--- src/rtl/led_pkg.sv ---
// Shared types and default timing for the WS2812-style LED strand driver.
package led_pkg;
  typedef enum logic [1:0] {IDLE, FETCH, SEND, LATCH} state_e;

  typedef struct packed {
    logic [7:0] g;
    logic [7:0] r;
    logic [7:0] b;
  } color_t;

  localparam int DEF_NUM_LEDS     = 50;
  localparam int DEF_ADDR_WIDTH   = 6;
  localparam int DEF_BIT_CYCLES   = 125;
  localparam int DEF_T0H_CYCLES   = 40;
  localparam int DEF_T1H_CYCLES   = 80;
  localparam int DEF_LATCH_CYCLES = 28000;
  localparam int BITS_PER_LED     = 24;
endpackage

--- src/rtl/ws2812_bit_encoder.sv ---
// One-bit waveform generator: a high pulse whose width encodes the bit,
// padded low to a fixed bit period; bit_done marks the last cycle.
module ws2812_bit_encoder #(
  parameter int BIT_CYCLES = 125,
  parameter int T0H_CYCLES = 40,
  parameter int T1H_CYCLES = 80
) (
  input  logic clk,
  input  logic rst,
  input  logic bit_start,
  input  logic bit_value,
  output logic level,
  output logic bit_done
);
  localparam int CW = $clog2(BIT_CYCLES);

  logic [CW-1:0] cnt_q, cnt_d;
  logic          act_q, act_d;
  logic          val_q, val_d;

  always_comb begin
    bit_done = act_q && (cnt_q == CW'(BIT_CYCLES - 1));
    level    = act_q &&
               (cnt_q < (val_q ? CW'(T1H_CYCLES) : CW'(T0H_CYCLES)));
    cnt_d = cnt_q + CW'(1);
    act_d = act_q;
    val_d = val_q;
    if (bit_start) begin
      cnt_d = '0;
      act_d = 1'b1;
      val_d = bit_value;
    end else if (bit_done || !act_q) begin
      cnt_d = '0;
      act_d = 1'b0;
    end
  end

  always_ff @(posedge clk) begin
    if (rst) begin
      cnt_q <= '0;
      act_q <= 1'b0;
      val_q <= 1'b0;
    end else begin
      cnt_q <= cnt_d;
      act_q <= act_d;
      val_q <= val_d;
    end
  end
endmodule

--- src/rtl/led_strand_driver.sv ---
// Frame sequencer: fetches GRB per LED ahead of time, shifts it out MSB
// first through the bit encoder, then holds the line low to latch.
module led_strand_driver
  import led_pkg::*;
#(
  parameter int NUM_LEDS          = DEF_NUM_LEDS,
  parameter int LED_ADDRESS_WIDTH = DEF_ADDR_WIDTH,
  parameter int BIT_CYCLES        = DEF_BIT_CYCLES,
  parameter int T0H_CYCLES        = DEF_T0H_CYCLES,
  parameter int T1H_CYCLES        = DEF_T1H_CYCLES,
  parameter int LATCH_CYCLES      = DEF_LATCH_CYCLES
) (
  input  logic                       clk,
  input  logic                       rst,
  input  logic                       go,
  output logic [LED_ADDRESS_WIDTH:0] next_led_request,
  input  logic [7:0]                 green_in,
  input  logic [7:0]                 red_in,
  input  logic [7:0]                 blue_in,
  input  logic                       color_valid,
  output logic                       strand_out,
  output logic                       busy,
  output logic                       frame_done,
  output logic                       underflow
);
  localparam int AW = LED_ADDRESS_WIDTH + 1;
  localparam int LW = $clog2(LATCH_CYCLES + 1);
  localparam logic [AW-1:0] LAST = AW'(NUM_LEDS - 1);

  if (!(T0H_CYCLES < T1H_CYCLES && T1H_CYCLES < BIT_CYCLES)) begin : g_bad
    $error("led_strand_driver: need T0H_CYCLES < T1H_CYCLES < BIT_CYCLES");
  end

  state_e        state_q, state_d;
  logic [AW-1:0] req_q, req_d;
  logic [AW-1:0] led_q, led_d;
  logic          pend_q, pend_d;
  color_t        pf_q, pf_d;
  logic          pf_full_q, pf_full_d;
  logic [23:0]   shift_q, shift_d;
  logic [4:0]    bit_cnt_q, bit_cnt_d;
  logic          wait_q, wait_d;
  logic [LW-1:0] lat_q, lat_d;
  logic          uf_q, uf_d;
  logic          done_q, done_d;

  logic   bit_start, bit_value, bit_done, level;
  logic   avail, load;
  color_t in_c, nxt_c;

  assign in_c  = {green_in, red_in, blue_in};
  // A colour arriving on the very cycle it is needed bypasses the prefetch reg
  assign avail = pf_full_q | (pend_q & color_valid);
  assign nxt_c = pf_full_q ? pf_q : in_c;

  always_comb begin
    state_d   = state_q;
    req_d     = req_q;
    led_d     = led_q;
    pend_d    = pend_q;
    pf_d      = pf_q;
    pf_full_d = pf_full_q;
    shift_d   = shift_q;
    bit_cnt_d = bit_cnt_q;
    wait_d    = wait_q;
    lat_d     = lat_q;
    uf_d      = uf_q;
    done_d    = 1'b0;
    load      = 1'b0;
    bit_start = 1'b0;
    bit_value = 1'b0;

    if (pend_q && color_valid) begin
      pf_d      = in_c;
      pf_full_d = 1'b1;
      pend_d    = 1'b0;
    end

    unique case (state_q)
      IDLE: begin
        if (go && !done_q) begin
          state_d = FETCH;
          req_d   = '0;
          pend_d  = 1'b1;
        end
      end
      FETCH: load = avail;
      SEND: begin
        if (wait_q) begin
          load = avail;
        end else if (bit_done) begin
          if (bit_cnt_q != 5'd0) begin
            bit_start = 1'b1;
            bit_value = shift_q[22];
            shift_d   = {shift_q[22:0], 1'b0};
            bit_cnt_d = bit_cnt_q - 5'd1;
          end else if (led_q == LAST) begin
            state_d = LATCH;
            lat_d   = '0;
          end else if (avail) begin
            load = 1'b1;
          end else begin
            wait_d = 1'b1;
            uf_d   = 1'b1;
          end
        end
      end
      LATCH: begin
        if (lat_q == LW'(LATCH_CYCLES - 1)) begin
          state_d = IDLE;
          done_d  = 1'b1;
        end else begin
          lat_d = lat_q + LW'(1);
        end
      end
    endcase

    if (load) begin
      state_d   = SEND;
      bit_start = 1'b1;
      bit_value = nxt_c.g[7];
      shift_d   = nxt_c;
      bit_cnt_d = 5'(BITS_PER_LED - 1);
      led_d     = req_q;
      wait_d    = 1'b0;
      pf_full_d = 1'b0;
      pend_d    = 1'b0;
      if (req_q < LAST) begin
        req_d  = req_q + AW'(1);
        pend_d = 1'b1;
      end
    end
  end

  always_ff @(posedge clk) begin
    if (rst) begin
      state_q   <= IDLE;
      req_q     <= '0;
      led_q     <= '0;
      pend_q    <= 1'b0;
      pf_q      <= '0;
      pf_full_q <= 1'b0;
      shift_q   <= '0;
      bit_cnt_q <= '0;
      wait_q    <= 1'b0;
      lat_q     <= '0;
      uf_q      <= 1'b0;
      done_q    <= 1'b0;
    end else begin
      state_q   <= state_d;
      req_q     <= req_d;
      led_q     <= led_d;
      pend_q    <= pend_d;
      pf_q      <= pf_d;
      pf_full_q <= pf_full_d;
      shift_q   <= shift_d;
      bit_cnt_q <= bit_cnt_d;
      wait_q    <= wait_d;
      lat_q     <= lat_d;
      uf_q      <= uf_d;
      done_q    <= done_d;
    end
  end

  ws2812_bit_encoder #(
    .BIT_CYCLES (BIT_CYCLES),
    .T0H_CYCLES (T0H_CYCLES),
    .T1H_CYCLES (T1H_CYCLES)
  ) u_enc (
    .clk       (clk),
    .rst       (rst),
    .bit_start (bit_start),
    .bit_value (bit_value),
    .level     (level),
    .bit_done  (bit_done)
  );

  assign strand_out       = level;
  assign busy             = (state_q != IDLE);
  assign frame_done       = done_q;
  assign underflow        = uf_q;
  assign next_led_request = req_q;
endmodule

--- config.mk ---
export PLATFORM = sky130hd
export DESIGN_NAME = led_strand_driver
export DESIGN_NICKNAME = d
export VERILOG_FILES = /design/src/rtl/led_pkg.sv /design/src/rtl/ws2812_bit_encoder.sv /design/src/rtl/led_strand_driver.sv
export SDC_FILE = /design/constraint.sdc
export NUM_CORES = 1
export LEC_CHECK = 0
export CORE_AREA = 10 10 92 110
export CTS_CLUSTER_SIZE = 28
export DETAILED_ROUTE_END_ITERATION = 10
export DIE_AREA = 0 0 102 120
export GPL_TIMING_DRIVEN = 1
export PLACE_DENSITY = 0.84
export SLEW_MARGIN = 15
export SYNTH_ARGS = -nofsm -noshare
export SYNTH_HDL_FRONTEND = slang
export SYNTH_SLANG_ARGS = --single-unit
--- constraint.sdc ---
create_clock -name clk -period 3.5 [get_ports clk]
set_clock_uncertainty 0.2 [all_clocks]
set_input_delay 0.7 -clock clk [delete_from_list [all_inputs] [get_ports clk]]
set_output_delay 0.7 -clock clk [all_outputs]
set_load 0.005 [all_outputs]
==> results.txt <==
Status - complete, no violations
Total global routing overflow - 0
Final Core Density - 65.4%
Antenna Nets Post-Route - 0
Post-synth EDFFs - 0
Max Root-Sink Buffers - 2
GRT Total Usage - 16.5%
CTS tree - yes
Placer Congestion - 0.904
Register bit total from synthesis - 97
GRT busiest layer - met2
Clk_lat worst skew - 370 ps
Pwr dens - 392 nW/um^2
Seq pwr share - 55.8%
VDD IR-drop max - 0.321 mV
Die height - 120 um
Largest net degree at the start of global routing - 48
Worst min path class - reg -> reg
First-pass GRT wire length - 16900 um
Setup repair bufs after CTS - 0
Antenna cell count - 0
Arr. time, crit path - 2160 ps
Hold-fix buffers, CTS - 0
Final Hold Fails - 0
Num CTS Buffers - 9
Initial core utilization - 57.7%
Pint - 1560 uW
# IOs - 39
Die ar. - 12200 um^2
FP Rows - 36
Crit path required time - 2600 ps
Post-Synth Adder-Cell Area - 3.79%
Final WL - 9860 um
Met3 usage - 4.13%
Net count, final - 602
Comb power frac - 8.7%
Final setup TNS - 0 ps
Root buffer cell - clkbuf_8
CP endpoint kind - output port
Sw frac - 24.0%
Wire per inst - 15.0 um
Slew HR - 35.0%
Post-CTS sizing - 0
Slew Viols, Final - 0
Lkg Pwr - 0.00168 uW
Post-synthesis sequential area ratio - 42.0%
Min Tclk post-route - 3060 ps
Clock power share - 35.5%
Simple-Gate Fraction of Synth Area - 22.3%
Most common flop cell mapped by yosys - dfxtp_1
Yosys top cell area share - 42.0%
Post-Syn Area per Cell - 8.58 um^2
RSZ-0062 raised after global routing - false
Layout overhead on the synthesized area - 13.4%
Most frequent cell after synthesis - dfxtp_1
Synth cell types - 57
M1 GR Usage - 19.5%
Vias post-DR - 3880
Die width - 102 um
Vias in the first global route - 3704
Post-Synth XOR/XNOR Area - 2.08%
Measured slew at the worst slew-check pin - 967 ps
Final setup violating endpoints - 0
# DRC - 0
Grt met2 use - 28.0%
Core area - 8020 um^2
Mux cell area share after synthesis - 5.00%
Synth area leaders - dfxtp_1 42%, a211oi_1 7.3%, nand2_1 6.8%, a21oi_1 6.0%, mux2i_1 4.8%
Crit Path Class - reg -> out
Initial DRC count - 304
H-tree level count - 3
Syn_nets - 581
Largest family of logic cells by synthesized area - simple AND/OR/NAND/NOR gates
Share of layout cells above drive strength 1 - 5.67%
Asr flop ratio synth - 0%
Initial antenna violation count - 0
Avg Vias per Cell - 5.89
Synth warnings - 0
Critical path peak fanout - 4
Achievable Freq - 327 MHz
Fillers - 683
Number of iterations in the first detailed-routing pass - 4
Worst-path clk slew - 90 ps
PortBufs - 38
Final period utilization - 87.5%
Max-Cap Viols - 0
CP startpoint kind - register
Yosys top cell by area - dfxtp_1
Final Power - 2050 uW
Post-synthesis compound-gate area fraction - 20.6%
Sink Count - 97
Mapped Cells - 539
Top cells by count, synth - 97 x dfxtp_1, 84 x nand2_1, 55 x a21oi_1
Net switching power - 492 uW
DP Wirelength - 6740 um
Area of the mapped netlist - 4630 um^2
[layer usage]
metal	up-vias	routed length, um
met1	1819	4420
met5	-	0
met4	0	135
met2	63	4920
li1	1984	-
met3	14	386
[power groups by stage]
| stage | clock network, uW | registers (uW) | logic, uW |
|---|---|---|---|
| after CTS | 740 | 1150 | 180 |
| after floorplan | 0 | 1170 | 115 |
| final | 729 | 1150 | 179 |
| after global placement | 0 | 1170 | 174 |
| after global routing | 786 | 1150 | 201 |
| after detailed placement | 0 | 1170 | 179 |
[logic make-up after synthesis]
logic type | after synthesis
buf+inv | 49
xor+xnor | 11
simple gates | 200
fa+ha+maj | 14
flops | 97
compound gates | 145
mux | 23
[through the flow]
stage | hold slack (ps) | instance area [um^2] | setup WS [ps] | instances
after global routing | 276 | 5250 | 313 | 659
after global placement | 236 | 5050 | 542 | 644
final | 257 | 5250 | 438 | 659
after floorplan | 226 | 4630 | 1150 | 539
after detailed placement | 245 | 5050 | 431 | 644
after CTS | 257 | 5250 | 404 | 659
[flip-flops by register name, indices dropped and copies added, names as in the netlist, 2 cells and up]
register          flops
bit_cnt_q             5
lat_q                15
led_q                 7
next_led_request      7
pf_q                 24
shift_q              23
state_q               2
u_enc.cnt_q           7
[cell usage in the layout (no fill, tap or decap), types with 3 or more instances in the layout]
cell type,netlist,final
dfxtp_1,97,97
nand2_1,84,84
a21oi_1,55,55
a211oi_1,45,45
clkdlybuf4s50_1,0,37
nor2b_1,27,27
mux2i_1,22,22
nor2_1,20,20
nand3_1,17,17
inv_1,14,14
ha_1,14,14
clkbuf_8,0,14
or4_1,11,11
o21ai_0,8,8
xor2_1,8,8
o31ai_1,7,7
buf_4,0,7
a31oi_1,6,6
or3_1,6,6
nand4_1,5,5
nand2b_1,5,5
o21a_1,3,3
nor3b_1,3,3
xnor2_1,3,3
o211ai_1,3,3
nor4_1,3,3
[area by class of cell]
type / instances / area, um^2 / share of cell area, %
clock inverter: 1 / 7.51 / 0.143
multi-input combinational: 393 / 2500 / 47.7
sequential: 97 / 1940 / 37.0
tap: 95 / 119 / 2.27
inverter: 14 / 52.6 / 1.00
clock buffer: 14 / 193 / 3.67
timing repair buffer: 45 / 428 / 8.16
[final timing paths]
kind	start	end	slack, ps	cells after the start
setup / recovery	u_enc.val_q	strand_out	440	7
setup reg to reg	state_q[0]	lat_q[4]	650	7
hold / removal	led_q[3]	led_q[3]	260	2
hold reg to reg	led_q[3]	led_q[3]	260	2
[critical path, cell delays in order (launching register included)]
cell and delay [ps]:
dfxtp_1 380, inv_1 80, ha_1 290, o21a_1 100, o21a_1 160, o21ai_0 140, and3b_1 170, clkdlybuf4s50_1 490
Power figures use the tool's default switching activity.
